--- src/rtl/iomem_gpio_pkg.sv ---
// Shared register map and address field definitions for the iomem GPIO peripheral.
package iomem_gpio_pkg;

  localparam int ADDR_LSB = 2;
  localparam int ADDR_MSB = 4;

  localparam logic [2:0] REG_OUT  = 3'd0;
  localparam logic [2:0] REG_OE   = 3'd1;
  localparam logic [2:0] REG_IN   = 3'd2;
  localparam logic [2:0] REG_EN   = 3'd3;
  localparam logic [2:0] REG_RISE = 3'd4;
  localparam logic [2:0] REG_PEND = 3'd5;

endpackage

--- src/rtl/gpio_sync_edge.sv ---
// One pin: SYNC_STAGES-deep synchroniser plus previous-value flop; edge events are
// combinational from the flops and qualified by the pin's RISE select.
module gpio_sync_edge
  import iomem_gpio_pkg::*;
#(
  parameter int SYNC_STAGES = 2
) (
  input  logic clk,
  input  logic reset,
  input  logic pin_in,
  input  logic rise_sel,
  output logic sync_val,
  output logic rise_evt,
  output logic fall_evt
);

  logic [SYNC_STAGES-1:0] sync_q, sync_d;
  logic                   prev_q, prev_d;

  always_comb begin
    sync_d = {sync_q[SYNC_STAGES-2:0], pin_in};
    prev_d = sync_q[SYNC_STAGES-1];
  end

  always_ff @(posedge clk or posedge reset) begin
    if (reset) begin
      sync_q <= '0;
      prev_q <= 1'b0;
    end else begin
      sync_q <= sync_d;
      prev_q <= prev_d;
    end
  end

  assign sync_val = sync_q[SYNC_STAGES-1];
  assign rise_evt = sync_val & ~prev_q & rise_sel;
  assign fall_evt = ~sync_val & prev_q & ~rise_sel;

endmodule

--- src/rtl/iomem_gpio.sv ---
// GPIO peripheral on the PicoSoC iomem bus: OUT/OE/IN/EN/RISE/PEND registers, edge irq.
// One-cycle ready pulse per accepted access; a held valid is re-accepted only after ready drops.
module iomem_gpio
  import iomem_gpio_pkg::*;
#(
  parameter int                   NUM_PINS    = 8,
  parameter logic [7:0]           BASE_ADDR   = 8'h03,
  parameter int                   SYNC_STAGES = 2,
  parameter logic [NUM_PINS-1:0]  RESET_OUT   = '0
) (
  input  logic                clk,
  input  logic                reset,
  input  logic                iomem_valid,
  output logic                iomem_ready,
  input  logic [3:0]          iomem_wstrb,
  input  logic [31:0]         iomem_addr,
  input  logic [31:0]         iomem_wdata,
  output logic [31:0]         iomem_rdata,
  input  logic [NUM_PINS-1:0] gpio_in,
  output logic [NUM_PINS-1:0] gpio_out,
  output logic [NUM_PINS-1:0] gpio_oe,
  output logic                irq
);

  localparam logic [2:0] PRIME_CNT = 3'(SYNC_STAGES + 1);

  typedef logic [NUM_PINS-1:0] pins_t;

  pins_t       out_q, out_d;
  pins_t       oe_q, oe_d;
  pins_t       en_q, en_d;
  pins_t       rise_q, rise_d;
  pins_t       pend_q, pend_d;
  logic        ready_q, ready_d;
  logic [31:0] rdata_q, rdata_d;
  logic [2:0]  prime_q, prime_d;

  pins_t       sync_val, rise_evt, fall_evt;
  pins_t       wmask, wbits;
  logic        sel, wr, primed;
  logic [2:0]  offset;
  logic [31:0] rd_val;
  logic        unused_bits;

  for (genvar i = 0; i < NUM_PINS; i++) begin : g_pin
    gpio_sync_edge #(.SYNC_STAGES(SYNC_STAGES)) u_sync_edge (
      .clk      (clk),
      .reset    (reset),
      .pin_in   (gpio_in[i]),
      .rise_sel (rise_q[i]),
      .sync_val (sync_val[i]),
      .rise_evt (rise_evt[i]),
      .fall_evt (fall_evt[i])
    );
  end

  assign unused_bits = ^{iomem_addr[23:5], iomem_addr[1:0], iomem_wdata, iomem_wstrb};

  // Bit i of a register belongs to byte lane i/8.
  always_comb begin
    offset = iomem_addr[ADDR_MSB:ADDR_LSB];
    sel    = iomem_valid && !ready_q && (iomem_addr[31:24] == BASE_ADDR);
    wr     = sel && (iomem_wstrb != 4'b0000);
    wbits  = iomem_wdata[NUM_PINS-1:0];
    wmask  = '0;
    for (int i = 0; i < NUM_PINS; i++) begin
      wmask[i] = iomem_wstrb[i >> 3];
    end
  end

  always_comb begin
    rd_val = '0;
    case (offset)
      REG_OUT:  rd_val[NUM_PINS-1:0] = out_q;
      REG_OE:   rd_val[NUM_PINS-1:0] = oe_q;
      REG_IN:   rd_val[NUM_PINS-1:0] = sync_val;
      REG_EN:   rd_val[NUM_PINS-1:0] = en_q;
      REG_RISE: rd_val[NUM_PINS-1:0] = rise_q;
      REG_PEND: rd_val[NUM_PINS-1:0] = pend_q;
      default:  rd_val = '0;
    endcase
  end

  always_comb begin
    out_d  = out_q;
    oe_d   = oe_q;
    en_d   = en_q;
    rise_d = rise_q;
    pend_d = pend_q;
    if (wr) begin
      case (offset)
        REG_OUT:  out_d  = (out_q  & ~wmask) | (wbits & wmask);
        REG_OE:   oe_d   = (oe_q   & ~wmask) | (wbits & wmask);
        REG_EN:   en_d   = (en_q   & ~wmask) | (wbits & wmask);
        REG_RISE: rise_d = (rise_q & ~wmask) | (wbits & wmask);
        REG_PEND: pend_d = pend_q & ~(wbits & wmask);
        default:  ;
      endcase
    end
    // Set is applied after the clear so a same-cycle event wins over W1C.
    primed = (prime_q == PRIME_CNT);
    if (primed) begin
      pend_d = pend_d | rise_evt | fall_evt;
    end
    prime_d = primed ? prime_q : prime_q + 3'd1;
    ready_d = sel;
    rdata_d = sel ? rd_val : '0;
  end

  always_ff @(posedge clk or posedge reset) begin
    if (reset) begin
      out_q   <= RESET_OUT;
      oe_q    <= '0;
      en_q    <= '0;
      rise_q  <= '0;
      pend_q  <= '0;
      ready_q <= 1'b0;
      rdata_q <= '0;
      prime_q <= '0;
    end else begin
      out_q   <= out_d;
      oe_q    <= oe_d;
      en_q    <= en_d;
      rise_q  <= rise_d;
      pend_q  <= pend_d;
      ready_q <= ready_d;
      rdata_q <= rdata_d;
      prime_q <= prime_d;
    end
  end

  assign iomem_ready = ready_q;
  assign iomem_rdata = rdata_q;
  assign gpio_out    = out_q;
  assign gpio_oe     = oe_q;
  assign irq         = |(pend_q & en_q);

endmodule
--- config.mk ---
export PLATFORM = sky130hd
export DESIGN_NAME = iomem_gpio
export DESIGN_NICKNAME = d
export VERILOG_FILES = /design/src/rtl/iomem_gpio_pkg.sv /design/src/rtl/gpio_sync_edge.sv /design/src/rtl/iomem_gpio.sv
export SDC_FILE = /design/constraint.sdc
export NUM_CORES = 1
export LEC_CHECK = 0
export ABC_CLOCK_PERIOD_IN_PS = 3000
export CAP_MARGIN = 30
export CORE_MARGIN = 2
export CORE_UTILIZATION = 61
export CTS_CLUSTER_DIAMETER = 40
export DETAILED_ROUTE_END_ITERATION = 10
export DONT_BUFFER_PORTS = 1
export PLACE_DENSITY = 0.79
export SYNTH_ARGS = -nofsm -noshare
export SYNTH_HDL_FRONTEND = slang
export SYNTH_HIERARCHICAL = 1
export SYNTH_SLANG_ARGS = --single-unit
--- constraint.sdc ---
create_clock -name clk -period 3 [get_ports clk]
set_input_delay 0.3 -clock clk [delete_from_list [all_inputs] [get_ports clk]]
set_output_delay 0.3 -clock clk [all_outputs]
set_load 0.005 [all_outputs]
# Word level (Yosys, flattened, before mapping)
# Cells that the tools add are included.
word_totals:
  ff_bits: 76
  input_bits: 79
  wordCells: 119
op_classes:
  add_sub_neg: 1
  eq_ne: 7
  n_mux: 5
  bitwise_logic: 71
  n_reduce_logical: 11
ops:
  columns: ["operator", "count"]
  rows:
  - ["bitwise AND 8 bit", 7]
  - ["OR 8 bit", 6]
  - ["one-hot mux 8 bit (6 select lines)", 1]
  - ["bitwise AND 1 bit", 32]
  - ["two-way mux 8 bit", 4]
  - ["NOT 1 bit", 24]
  - ["NOT 8 bit", 2]
  - ["== test 3 x 2 -> 1 bit, second input constant", 3]
  - ["== test 8 x 2 -> 1 bit, second input constant", 1]
  - ["AND reduction 2 bit", 4]
  - ["OR reduction 8 bit", 1]
  - ["== test 3 bit, second input constant", 2]
  - ["nonzero test 4 bit", 1]
  - ["adder 3 x 1 -> 3 bit, second input constant", 1]
  - ["== test 3 x 1 -> 1 bit, second input constant", 1]
  - ["logical AND 1 bit", 3]
  - ["logical NOT 3 bit", 1]
  - ["logical NOT 1 bit", 1]

# Logic depth before layout (Yosys ltp)
depth:
  depth_word: 8
  depth_mapped: 6
  mapped_depth_nobuf: 5

# By module
# Netlist, hierarchy kept.
by_module_without_submodules:
  columns: ["mod", "instances", "cells_per_inst", "area_per_inst_um2", "seq_area_each_um2"]
  rows:
  - ["iomem_gpio", 1, 229, 2748.9, 1301.2]
  - ["gpio_sync_edge", 8, 6, 100.1, 75.1]

# Least setup slack after synthesis
# OpenSTA, ideal clock, no wires.
synth_timing:
  path_kind: "register to register"
  start: "register ready_q, in the netlist iomem_ready"
  end: "register with a tool-made name"
  t_arrival_ps: 1488
  t_required_ps: 2875
  path_slack_ps: 1387
  path_stages_with_launch: 6
  n_path_buf: 2
  period_less_slack_ps: 1613
  path_cell_list: "dfrtp_1 and4b_1 clkbuf_1 and4_1 buf_4 mux2_2"
synth_lines:
  columns: ["element", "line", "rtl"]
  rows:
  - ["from (decl)", "iomem_gpio.sv:34", "logic ready_q, ready_d;"]
  - ["from (signal assigned)", "iomem_gpio.sv:126", "ready_q <= ready_d;"]

==> out/metrics.yaml <==
status: "complete, no violations"
min_period_ps: 1890
drcViolationCount: 0
sw_frac_of_total: 0.212
finalSetupViolations: 0
cap_viol_max_count: 0
syn_to_final_growth_pct: 7.97
clock-sinks: 76
drive_gt1_frac: 0.269
drtIter0Drc: 170
finalHoldViolations: 0
clk_path_buf_depth: 2
clkLatencyLatePin_ps: 350
path_class: "reg -> reg"
ys.flop_type: "dfrtp_1"
power_leakage_nw: 1.85
tns_ps: 0
cp.arrival_ps: 2130
synth_edf_count: 0
syn_area_sq_um: 3550
final_cells: 362
cts_resized: 0
slew_viol_final: 0
final_cell_mix: "dfrtp_1, mux2_2, conb_1"
antenna_found_initial: 0
io_buffers: 0
dieArea_sq_um: 6450
ioPinCount: 129
yosys_warnings: 6
slowest_delay_ps: 570
rsz0062_at_grt: "no"
routed_via_density: 6.02
tightest_slew_ps: 628
overflow: 0
worstPathRequired_ps: 3240
r2r-start: "iomem_ready$_DFF_PP0_"
dr.pass1.iters: 4
root_buffer: "clkbuf_8"
reg2reg_slack_ps: 1110
ys_ff_latch: 76
hpwl_um: 4900
initial_core_util: 0.637
grt_pass1_wl_um: 11700
power_frac_comb: 0.045
holdPathStages: 1
ant_nets: 0
avgSynthCellArea_sq_um: 12.8
synthDistinctLibCells: 36
cp_slowest_cell: "and4_1"
core_sq_um: 5570
cts_buffers: 9
vias: 2181
synth_cells: 277
clkTransAtPathRegs_ps: 80
die_x_um: 80.3
final_common_cell: "dfrtp_1"
grt_pass1_vias: 2212
skew_ps: 7.06
cp-start-kind: "flip-flop"
min_to: "pend_q[3]$_DFF_PP0_"
hp-class: "in -> reg"
reg2regPathDepth: 3
ys_async_sr_fraction: 1.00
period_share: 0.629
nets: 366
power_frac_clock: 0.448
cp_max_fo: 8
intPower_w: 0.00164
rows: 27
antenna_cells: 0
cts_max_level: 3
peakVddDrop_uv: 470
wl_per_cell_um: 20.1
drt_wl_total_um: 7290
dp_cells: 337
cp_cell_sequence: "and4b_1 > and4_1 > mux2_2"
grt_use_total: 0.253
min_from: "iomem_wdata[3]"
endpoint_kind: "flip-flop"
p_sw_w: 0.000441
seq_area_frac_synth: 0.536
seqPwrFrac: 0.507
cts_tree: "yes"
power_density_nw_per_um2: 543
max_slew_margin: 0.581
fmax_mhz: 530
cts_setup_buffers: 0
gp_congestion: 0.789
die_y_um: 80.3
grt_max_degree: 29
[Yosys cell counts (all sizes together) (4+ instances only)]
library cell / number / area [sq um]
o21ai: 8 / 40.0
clkbuf: 6 / 22.5
buf: 30 / 221
inv: 14 / 52.6
nand4: 5 / 50.1
mux2: 48 / 541
a21oi: 9 / 45.0
nor3b: 8 / 100
a31oi: 8 / 50.1
nor4bb: 4 / 40.0
dfrtp: 76 / 1900
and3b: 11 / 96.3
nor2b: 9 / 56.3
a22oi: 7 / 52.6
[what timing repair did]
| item | 4_1_cts | 5_1_grt |
|---|---|---|
| hold endpoints to repair | 59 | 0 |
| hold buffers | 9 | 0 |
| setup endpoints to repair | 0 | 0 |
[through the flow]
step / total power [W] / cell area, sq um / worst slack, ps / util / hold slack [ps]
after detailed placement: 0.00116 / 3500 / 1140 / 0.628 / 63.4
after CTS: 0.00209 / 3830 / 1120 / 0.688 / 23.0
final: 0.00208 / 3830 / 1110 / 0.688 / 34.6
after floorplan: 0.00117 / 3640 / 1390 / - / 53.6
after global routing: 0.00217 / 3830 / 1040 / 0.688 / 11.3
after global placement: 0.00115 / 3480 / 1120 / 0.625 / 59.6
[how the worst max path moves through the flow]
stage	start	end	slack (ps)	cells after the start
floorplan	iomem_ready$_DFF_PP0_	flip-flop	1390	5
global route	iomem_ready$_DFF_PP0_	flip-flop	1040	3
global placement	iomem_ready$_DFF_PP0_	flip-flop	1120	3
finish	iomem_ready$_DFF_PP0_	flip-flop	1110	3
detailed placement	iomem_ready$_DFF_PP0_	flip-flop	1140	3
CTS	iomem_ready$_DFF_PP0_	flip-flop	1120	3
[worst max-delay path: cells and delay by family, from the launching register on]
family           cells  cell delay (ps)
DFF                  1              390
muxes                1              400
and+or+nand+nor      2              980
[cell type report]
cell class / instances / area [sq um]
multi-input combinational: 174 / 1440
inverter: 14 / 52.6
clock buffer: 10 / 128
fill: 405 / 1740
timing repair buffer: 10 / 110
clock inverter: 6 / 113
tap: 72 / 90.1
sequential: 76 / 1900
[per-layer routing]
layer | up-vias | track usage | share of wire
met2 | 112 | 0.373 | 0.48
met1 | 1090 | 0.350 | 0.43
met3 | 15 | 0.0820 | 0.075
met5 | - | 0 | 0
li1 | 964 | - | -
met4 | 0 | 0.100 | 0.019
[power by group through the flow]
stage,registers [W],clock network [W],logic [W]
after global placement,0.00107,0,0.0000774
after global routing,0.00106,0.00101,0.000107
final,0.00105,0.000931,0.0000941
after detailed placement,0.00107,0,0.0000830
after CTS,0.00105,0.000943,0.0000951
after floorplan,0.00107,0,0.000104
[logic make-up (layout without fill, tap and decap cells)]
logic type               after synthesis  in the layout  share of synthesized area
flip-flops                            76             76                      0.536
AND/OR/NAND/NOR                       52             52                      0.128
multiplexers                          51             51                      0.161
buffers and inverters                 50             40                     0.0835
AO/OA/AOI/OAI                         44             44                     0.0818
adder cells (fa/ha/maj)                2              2                    0.00705
other                                  1             24                    0.00106
XOR/XNOR                               1              1                    0.00247
No activity file was read; power rests on OpenSTA's default activity.
